### config.mk
export PLATFORM = sky130hd
export DESIGN_NAME = hash_rs
export DESIGN_NICKNAME = d
export VERILOG_FILES = /design/src/rtl/hash_pkg.sv /design/src/rtl/rs_pick.sv /design/src/rtl/hash_rs.sv
export SDC_FILE = /design/constraint.sdc
export NUM_CORES = 1
export LEC_CHECK = 0
export ABC_AREA = 0
export CAP_MARGIN = 30
export CELL_PAD_IN_SITES_DETAIL_PLACEMENT = 0
export CELL_PAD_IN_SITES_GLOBAL_PLACEMENT = 1
export CORE_UTILIZATION = 50
export CTS_CLUSTER_SIZE = 30
export DETAILED_ROUTE_END_ITERATION = 12
export DONT_BUFFER_PORTS = 1
export HOLD_SLACK_MARGIN = 0.02
export PLACE_DENSITY = 0.78
export SYNTH_ARGS = -nofsm -noshare
export SYNTH_HDL_FRONTEND = slang
export SYNTH_SLANG_ARGS = --single-unit
export TNS_END_PERCENT = 1
### constraint.sdc
create_clock -name clk -period 9.9 [get_ports clk]
set_input_delay 1.98 -clock clk [delete_from_list [all_inputs] [get_ports clk]]
set_output_delay 1.98 -clock clk [all_outputs]
set_load 0.02 [all_outputs]
### src/rtl/hash_pkg.sv
// Shared constants, entry types and the CDB snoop helper for the hash
// reservation station.
package hash_pkg;

    localparam int HASH_RS_DEPTH = 4;
    localparam int W             = 8;
    localparam int IDW           = 4;

    typedef struct packed {
        logic           rdy;
        logic [IDW-1:0] tag;
        logic [W-1:0]   val;
    } src_t;

    typedef struct packed {
        logic           valid;
        logic [W-1:0]   operand;
        src_t [1:0]     src;
        logic [W-1:0]   wbs;
        logic [W-1:0]   flags;
        logic [IDW-1:0] robid;
    } rs_entry_t;

    // A pending source captures the broadcast when the full tag matches.
    function automatic src_t cdb_snoop(src_t s, logic hit_v, logic [IDW-1:0] id,
                                       logic [W-1:0] val);
        src_t r;
        r = s;
        if (!s.rdy && hit_v && (s.tag == id)) begin
            r.rdy = 1'b1;
            r.val = val;
        end
        return r;
    endfunction

endpackage

### src/rtl/rs_pick.sv
// Lowest-index priority picker over the per-entry ready vector.
module rs_pick #(
    parameter int DEPTH = 4,
    parameter int IW    = $clog2(DEPTH)
) (
    input  logic [DEPTH-1:0] ready,
    output logic             found,
    output logic [IW-1:0]    index
);

    always_comb begin
        found = 1'b0;
        index = '0;
        for (int i = DEPTH - 1; i >= 0; i--) begin
            if (ready[i]) begin
                found = 1'b1;
                index = IW'(i);
            end
        end
    end

endmodule

### src/rtl/hash_rs.sv
// Reservation station feeding the hash FU: collapsing queue, CDB wakeup,
// oldest-ready dispatch with a registered FU-side output stage.
module hash_rs
    import hash_pkg::src_t, hash_pkg::rs_entry_t, hash_pkg::cdb_snoop;
#(
    parameter int DEPTH = hash_pkg::HASH_RS_DEPTH,
    parameter int W     = hash_pkg::W,
    parameter int IDW   = hash_pkg::IDW
) (
    input  logic                       clk,
    input  logic                       rst,
    input  logic                       flush,
    input  logic                       issue_valid,
    input  logic [W-1:0]               issue_operand,
    input  logic [1:0]                 issue_src_rdy,
    input  logic [2*IDW-1:0]           issue_src_tag,
    input  logic [2*W-1:0]             issue_src_val,
    input  logic [W-1:0]               issue_wbs,
    input  logic [W-1:0]               issue_flags,
    input  logic [IDW-1:0]             issue_robid,
    output logic                       full,
    output logic [$clog2(DEPTH):0]     count,
    input  logic                       cdb_valid,
    input  logic [IDW-1:0]             cdb_id,
    input  logic [W-1:0]               cdb_val,
    input  logic                       fu_busy,
    output logic                       input_transmit,
    output logic [W-1:0]               operand,
    output logic [2*W-1:0]             depvals,
    output logic [W-1:0]               wbs,
    output logic [W-1:0]               flags,
    output logic [IDW-1:0]             robid
);

    localparam int CW = $clog2(DEPTH) + 1;
    localparam int IW = $clog2(DEPTH);

    rs_entry_t        ent     [DEPTH];
    rs_entry_t        ent_w   [DEPTH];
    rs_entry_t        ent_up  [DEPTH];
    rs_entry_t        ent_n   [DEPTH];
    rs_entry_t        new_ent;
    logic [CW-1:0]    cnt;
    logic [CW-1:0]    cnt_n;
    logic [CW-1:0]    wr_idx;
    logic [DEPTH-1:0] ready_vec;
    logic             pick_found;
    logic [IW-1:0]    pick_idx;
    logic             issue_acc;
    logic             dispatch;

    assign full      = (cnt == CW'(DEPTH));
    assign count     = cnt;
    assign issue_acc = issue_valid && !full && !flush;
    // The strobe gap lets the FU raise busy before the next pick is considered.
    assign dispatch  = pick_found && !fu_busy && !input_transmit;
    assign wr_idx    = cnt - CW'(dispatch);
    assign cnt_n     = cnt + CW'(issue_acc) - CW'(dispatch);

    always_comb begin
        for (int i = 0; i < DEPTH; i++) begin
            ready_vec[i] = ent[i].valid && ent[i].src[0].rdy && ent[i].src[1].rdy;
        end
    end

    rs_pick #(.DEPTH(DEPTH), .IW(IW)) u_pick (
        .ready (ready_vec),
        .found (pick_found),
        .index (pick_idx)
    );

    always_comb begin
        new_ent         = '0;
        new_ent.valid   = 1'b1;
        new_ent.operand = issue_operand;
        new_ent.wbs     = issue_wbs;
        new_ent.flags   = issue_flags;
        new_ent.robid   = issue_robid;
        for (int s = 0; s < 2; s++) begin
            new_ent.src[s] = cdb_snoop({issue_src_rdy[s], issue_src_tag[s*IDW +: IDW],
                                        issue_src_val[s*W +: W]},
                                       cdb_valid, cdb_id, cdb_val);
        end
    end

    always_comb begin
        for (int i = 0; i < DEPTH; i++) begin
            ent_w[i] = ent[i];
            if (ent[i].valid) begin
                for (int s = 0; s < 2; s++) begin
                    ent_w[i].src[s] = cdb_snoop(ent[i].src[s], cdb_valid, cdb_id, cdb_val);
                end
            end
        end
    end

    always_comb begin
        for (int i = 0; i < DEPTH - 1; i++) begin
            ent_up[i] = ent_w[i + 1];
        end
        ent_up[DEPTH-1] = '0;
    end

    // Collapse above the dispatched slot, then drop the new entry on the tail.
    always_comb begin
        for (int i = 0; i < DEPTH; i++) begin
            ent_n[i] = ent_w[i];
            if (dispatch && (i >= int'(pick_idx))) begin
                ent_n[i] = ent_up[i];
            end
            if (issue_acc && (i == int'(wr_idx))) begin
                ent_n[i] = new_ent;
            end
        end
    end

    always_ff @(posedge clk) begin
        if (rst) begin
            for (int i = 0; i < DEPTH; i++) begin
                ent[i] <= '0;
            end
            cnt            <= '0;
            input_transmit <= 1'b0;
            operand        <= '0;
            depvals        <= '0;
            wbs            <= '0;
            flags          <= '0;
            robid          <= '0;
        end else if (flush) begin
            for (int i = 0; i < DEPTH; i++) begin
                ent[i] <= '0;
            end
            cnt            <= '0;
            input_transmit <= 1'b0;
        end else begin
            for (int i = 0; i < DEPTH; i++) begin
                ent[i] <= ent_n[i];
            end
            cnt            <= cnt_n;
            input_transmit <= dispatch;
            if (dispatch) begin
                operand <= ent[pick_idx].operand;
                depvals <= {ent[pick_idx].src[1].val, ent[pick_idx].src[0].val};
                wbs     <= ent[pick_idx].wbs;
                flags   <= ent[pick_idx].flags;
                robid   <= ent[pick_idx].robid;
            end
        end
    end

endmodule

**Yosys cells after proc, flatten, opt, wreduce, memory -nomap -nowiden**

Memory sizes are Yosys's and may differ from the RTL's. A register that Yosys moved wholly into a read port is not among the register bits.
Index checks and enable logic that the tools add are counted.

- Add/subtract/negate cells: 3
- Order comparisons: 3
- Equality and inequality tests: 14
- Multiplexer cells: 56
- Bitwise logic cells: 9
- Reductions and logical operators: 56

Operators with widths:

| kind | count |
|---|---|
| $mux 55 | 16 |
| $mux 26 | 4 |
| $mux 8 | 10 |
| $eq 4x4->1 | 10 |
| $logic_and 1x1->1 | 39 |
| $mux 1 | 22 |
| $logic_not 1->1 | 14 |
| $mux 2 | 4 |
| $or 1x1->1 | 8 |
| $eq 3x3->1 const A | 2 |
| $sub 3x1->3 | 2 |
| $ge 1x2->1 const A | 2 |
| $add 3x1->3 | 1 |
| $eq 2x3->1 const A | 1 |
| $eq 3x3->1 const B | 1 |
| $logic_not 3->1 | 1 |
| $ge 2x2->1 const A | 1 |
| $reduce_and 2->1 | 1 |
| $reduce_or 2->1 | 1 |
| $not 1->1 | 1 |

- Register bits after elaboration: 4
- RAM bits: 220
- Input port bits: 72
- Output and inout port bits: 49
- Logic and storage cells: 144
- Memories: 1

Memory list:

| memory | words | bits a word | rd ports | clocked after Yosys merged registers in | write ports | line | source |
|---|---|---|---|---|---|---|---|
| ent | 4 | 55 | 5 | 1 | 4 | hash_rs.sv:38 | `rs_entry_t ent [DEPTH];` |

**Depth between registers and ports, before layout**

An unclocked memory read counts as a cell.

- Depth after elaboration: 14
- Depth in mapped cells: 11
- Gate-level depth less buffers: 10

**Modules after synthesis**

A second synthesis with hierarchy kept.

- Cell total of the unflattened synthesis: 1241
- Area total of the unflattened synthesis: 13720.7 um^2

Modules (own cells, without submodules):

| module | times used | cells an instance | area each (um^2) | seq. area each (um^2) |
|---|---|---|---|---|
| hash_rs | 1 | 1234 | 13685.6 | 7016.7 |
| rs_pick | 1 | 7 | 35.0 | 0.0 |

**Worst setup path before layout**

No wires, ideal clock.

- Kind: input -> register
- Start point: input port fu_busy
- End point: memory ent[0][20] in the netlist's numbering (enable)
- Setup time: 0.279 ns
- Arrival: 5.182 ns
- Data required time: 9.621 ns
- Path slack: 4.438 ns
- Stages: 11
- Path buffers: 2
- Cell sequence: or2_2 a41oi_1 ha_1 ha_1 nor2_1 o21ai_1 or2_2 clkbuf_1 buf_2 nand3_1 a21o_1

RTL lines:

| item | line | source |
|---|---|---|
| start: declaration | hash_rs.sv:26 | `input logic fu_busy,` |
| end: declaration | hash_rs.sv:38 |  |

==> impl_metrics.csv <==
group,metric,value,unit
status,status,"finished clean",
sta,finalSetupViolations,0,
clock_network,clkTransAtPathRegs,60,ps
setup_path,ff2ff_path_depth,10,
placement,pre_cts_slack,4020,ps
setup_path,crit_path_cell_trace,"or2_2 -> a41oi_1 -> ha_1 -> ha_1 -> o211a_1 -> o21ai_1 -> or2_2 -> nand3_2 -> buf_4 -> a21o_1",
setup_path,r2r-start,"ent[1][32]",
drt,viasPerCell,6.641,
yosys,yosysMostFrequentCell,"edfxtp_1",
final_layout,antenna_cells,0,
yosys,synthesis.area,0.01429,mm^2
sta,hold_slack,527.2,ps
floorplan,die_width,171.0,um
sta,fmax,0.1889,GHz
sta,fin_ws,4605,ps
setup_path,r2r_setup_slack,5440,ps
drt,routed_wl,46.52,mm
clock_network,ctsResizeCount,0,
yosys,synth_seq_cells,268,
floorplan,core_area,0.02793,mm^2
clock_network,numCtsBuffers,30,
pwr,power_density,164.7,mW/mm^2
sta,slew_headroom,0.2736,
setup_path,critPathLaunchType,"primary input",
sta,fin_setup_tns,0,ps
drt,first_pass_iters,8,
worst_hold_path,hold_path_class,"reg2reg",
grt,gr-total-overflow,0,
grt,grt.total_usage,0.3172,
floorplan,start_util,0.5115,
grt,grt_pass1_wl,70.99,mm
yosys,synth_edf_count,165,
worst_hold_path,hold_end,"ent[2][6]",
setup_path,cp-end-kind,"flip-flop",
floorplan,dieArea,0.02925,mm^2
sta,finalClockSkew,8.017,ps
clock_network,hold_buffers,0,
yosys,synth.avg_cell_area,9.602,um^2
placement,portBuffers,0,
final_layout,area_delta_synth_final,10.25,%
yosys,synth_ff_type,"edfxtp_1",
clock_network,clock_latency,560,ps
drt,vias,12339,
drt,drc,0,
setup_path,path_class,"in2reg",
setup_path,slowest_delay,710,ps
yosys,ys_warn_count,0,
grt,grt_pass1_vias,11812,
setup_path,crit_family,"simple AND/OR/NAND/NOR gates",
clock_network,post_cts_buffers,0,
placement,dp_hpwl,29.19,mm
drt,ant_nets,0,
setup_path,cp_slowest_cell,"or2_2",
setup_path,r2r_end,"ent[0][38]",
setup_path,crit_fanout,40,
pwr,power.total,2.595,mW
sta,worst_slew_pin_slew,1081,ps
yosys,synth_area_leaders,"edfxtp_1, dfxtp_1, nand3_1",
setup_path,cp.required,10130,ps
clock_network,clockBufferDepth,3,
pwr,leakagePower,5.422,nW
setup_path,arrival,5530,ps
worst_hold_path,min_from,"ent[2][6]",
placement,gp_congestion,0.8880,
yosys,yosys-top-cells-count,"edfxtp_1, nand2_1, nand3_1",
final_layout,final_util,0.5639,
yosys,ys_types,71,
clock_network,cts_num_sinks,268,
clock_network,cts_max_level,1,
sta,period_needed,5295,ps
drt,drt_iter0_markers,1471,
sta,hold_violations,0,
clock_network,cts_root_buffer,"clkbuf_16",
sta,period_share,0.5348,
sta,rsz0062_at_grt,"no",
floorplan,io_pins,121,
grt,grt_max_degree,66,
setup_path,path_buf_inv,1,
floorplan,die_height,171.0,um
final_layout,drive_gt1_frac,0.08378,
job,maxCapViolCount,0,
clock_network,cts_tree,"built",
drt,wl_per_cell,25.04,um
yosys,synth_top_area_frac,0.3468,
yosys,yosysSeqAreaShare,0.4911,
sta,drv_slew,0,
pwr,ir_worst_vdd,119.7,uV
grt,antenna_found_initial,0,
yosys,async_flop_share,0,
worst_hold_path,whs_path_depth,2,
yosys,syn_inst,1488,
yosys,yosys.area.top_type,"edfxtp_1",
floorplan,rows,61,
final_layout,nNetsFinal,1533,
## area by class of cell
type / count / area (um^2)
fill: 2539 / 12180
sequential: 268 / 7017
multi-input combinational: 1090 / 6822
clock buffer: 44 / 927.1
tap: 378 / 473.0
timing repair buffer: 30 / 274.0
inverter: 36 / 135.1
clock inverter: 12 / 103.9
## placed cells by master (no fill, tap or decap), types with 5 or more instances in the layout
cell type	instances
o22ai_1	35
a21boi_0	8
xor2_1	24
nand2b_1	10
edfxtp_1	165
a222oi_1	36
o221ai_1	11
o32ai_1	19
nand2_1	140
nor4_1	14
dfxtp_1	103
and2_1	39
clkbuf_16	33
inv_1	34
a21o_1	42
a32o_1	6
clkbuf_8	6
a211oi_1	48
clkinv_2	5
xnor2_1	9
clkbuf_1	5
a21oi_1	118
o31a_1	14
o211ai_1	38
nor3_2	7
nor3_1	26
or3_1	7
and3_1	12
clkinv_1	5
o21ai_0	69
nor2_1	63
buf_4	26
o31ai_1	16
nand3_1	135
mux2i_1	39
conb_1	36
## layer usage
layer,part of all wire,track usage,vias to the layer above
met5,0,0,-
met2,0.45,0.4979,668
met4,0.028,0.09783,0
li1,-,-,5586
met3,0.11,0.06893,99
met1,0.41,0.4361,5986
## state kept, by name (all words and copies together) (netlist names)
name            count
count               3
depvals            16
ent               220
flags               8
input_transmit      1
operand             8
robid               4
wbs                 8
## worst register-to-register path: cells and delay by family, from the launching register on
kind	cells	cell delay (ps)
flip-flops	1	490
adder cells (fa/ha/maj)	2	420
AO/OA/AOI/OAI	4	1400
AND/OR/NAND/NOR	3	1290
buffers and inverters	1	530
## how the worst max path moves through the flow
stage / from / to / depth (start not counted)
after floorplan: fu_busy / ent[0][20] / 11
after global placement: fu_busy / ent[0][36] / 10
after detailed placement: fu_busy / ent[0][38] / 10
after CTS: fu_busy / ent[0][38] / 10
after global routing: fu_busy / ent[0][34] / 10
final: fu_busy / ent[0][38] / 10
## power breakdown
part / total [mW] / leakage (nW) / switching (mW) / internal, mW
clock: 1.16 / 0.511 / 0.461 / 0.696
sequential: 1.25 / 2.65 / 0.0242 / 1.23
combinational: 0.186 / 2.26 / 0.134 / 0.0517
total: 2.59 / 5.42 / 0.619 / 1.98
## metrics by stage
stage                     instances  area, um^2
after floorplan                1523       14420
after global placement         1796       14630
after detailed placement       1801       14710
after CTS                      1857       15740
after global routing           1858       15750
final                          1858       15750
## logic make-up (layout without fill, tap and decap cells)
logic type | Yosys count | in the layout | share of synthesized area
xor gates and xnor gates | 33 | 33 | 0.02023
buffers and inverters | 165 | 122 | 0.04843
muxes | 39 | 39 | 0.02732
other | 1 | 36 | 0.0002625
AOI/OAI and AO/OA | 495 | 495 | 0.2437
DFF | 268 | 268 | 0.4911
adders and majority gates | 5 | 5 | 0.004904
and+or+nand+nor | 482 | 482 | 0.1640
No activity file was read; power rests on OpenSTA's default activity.
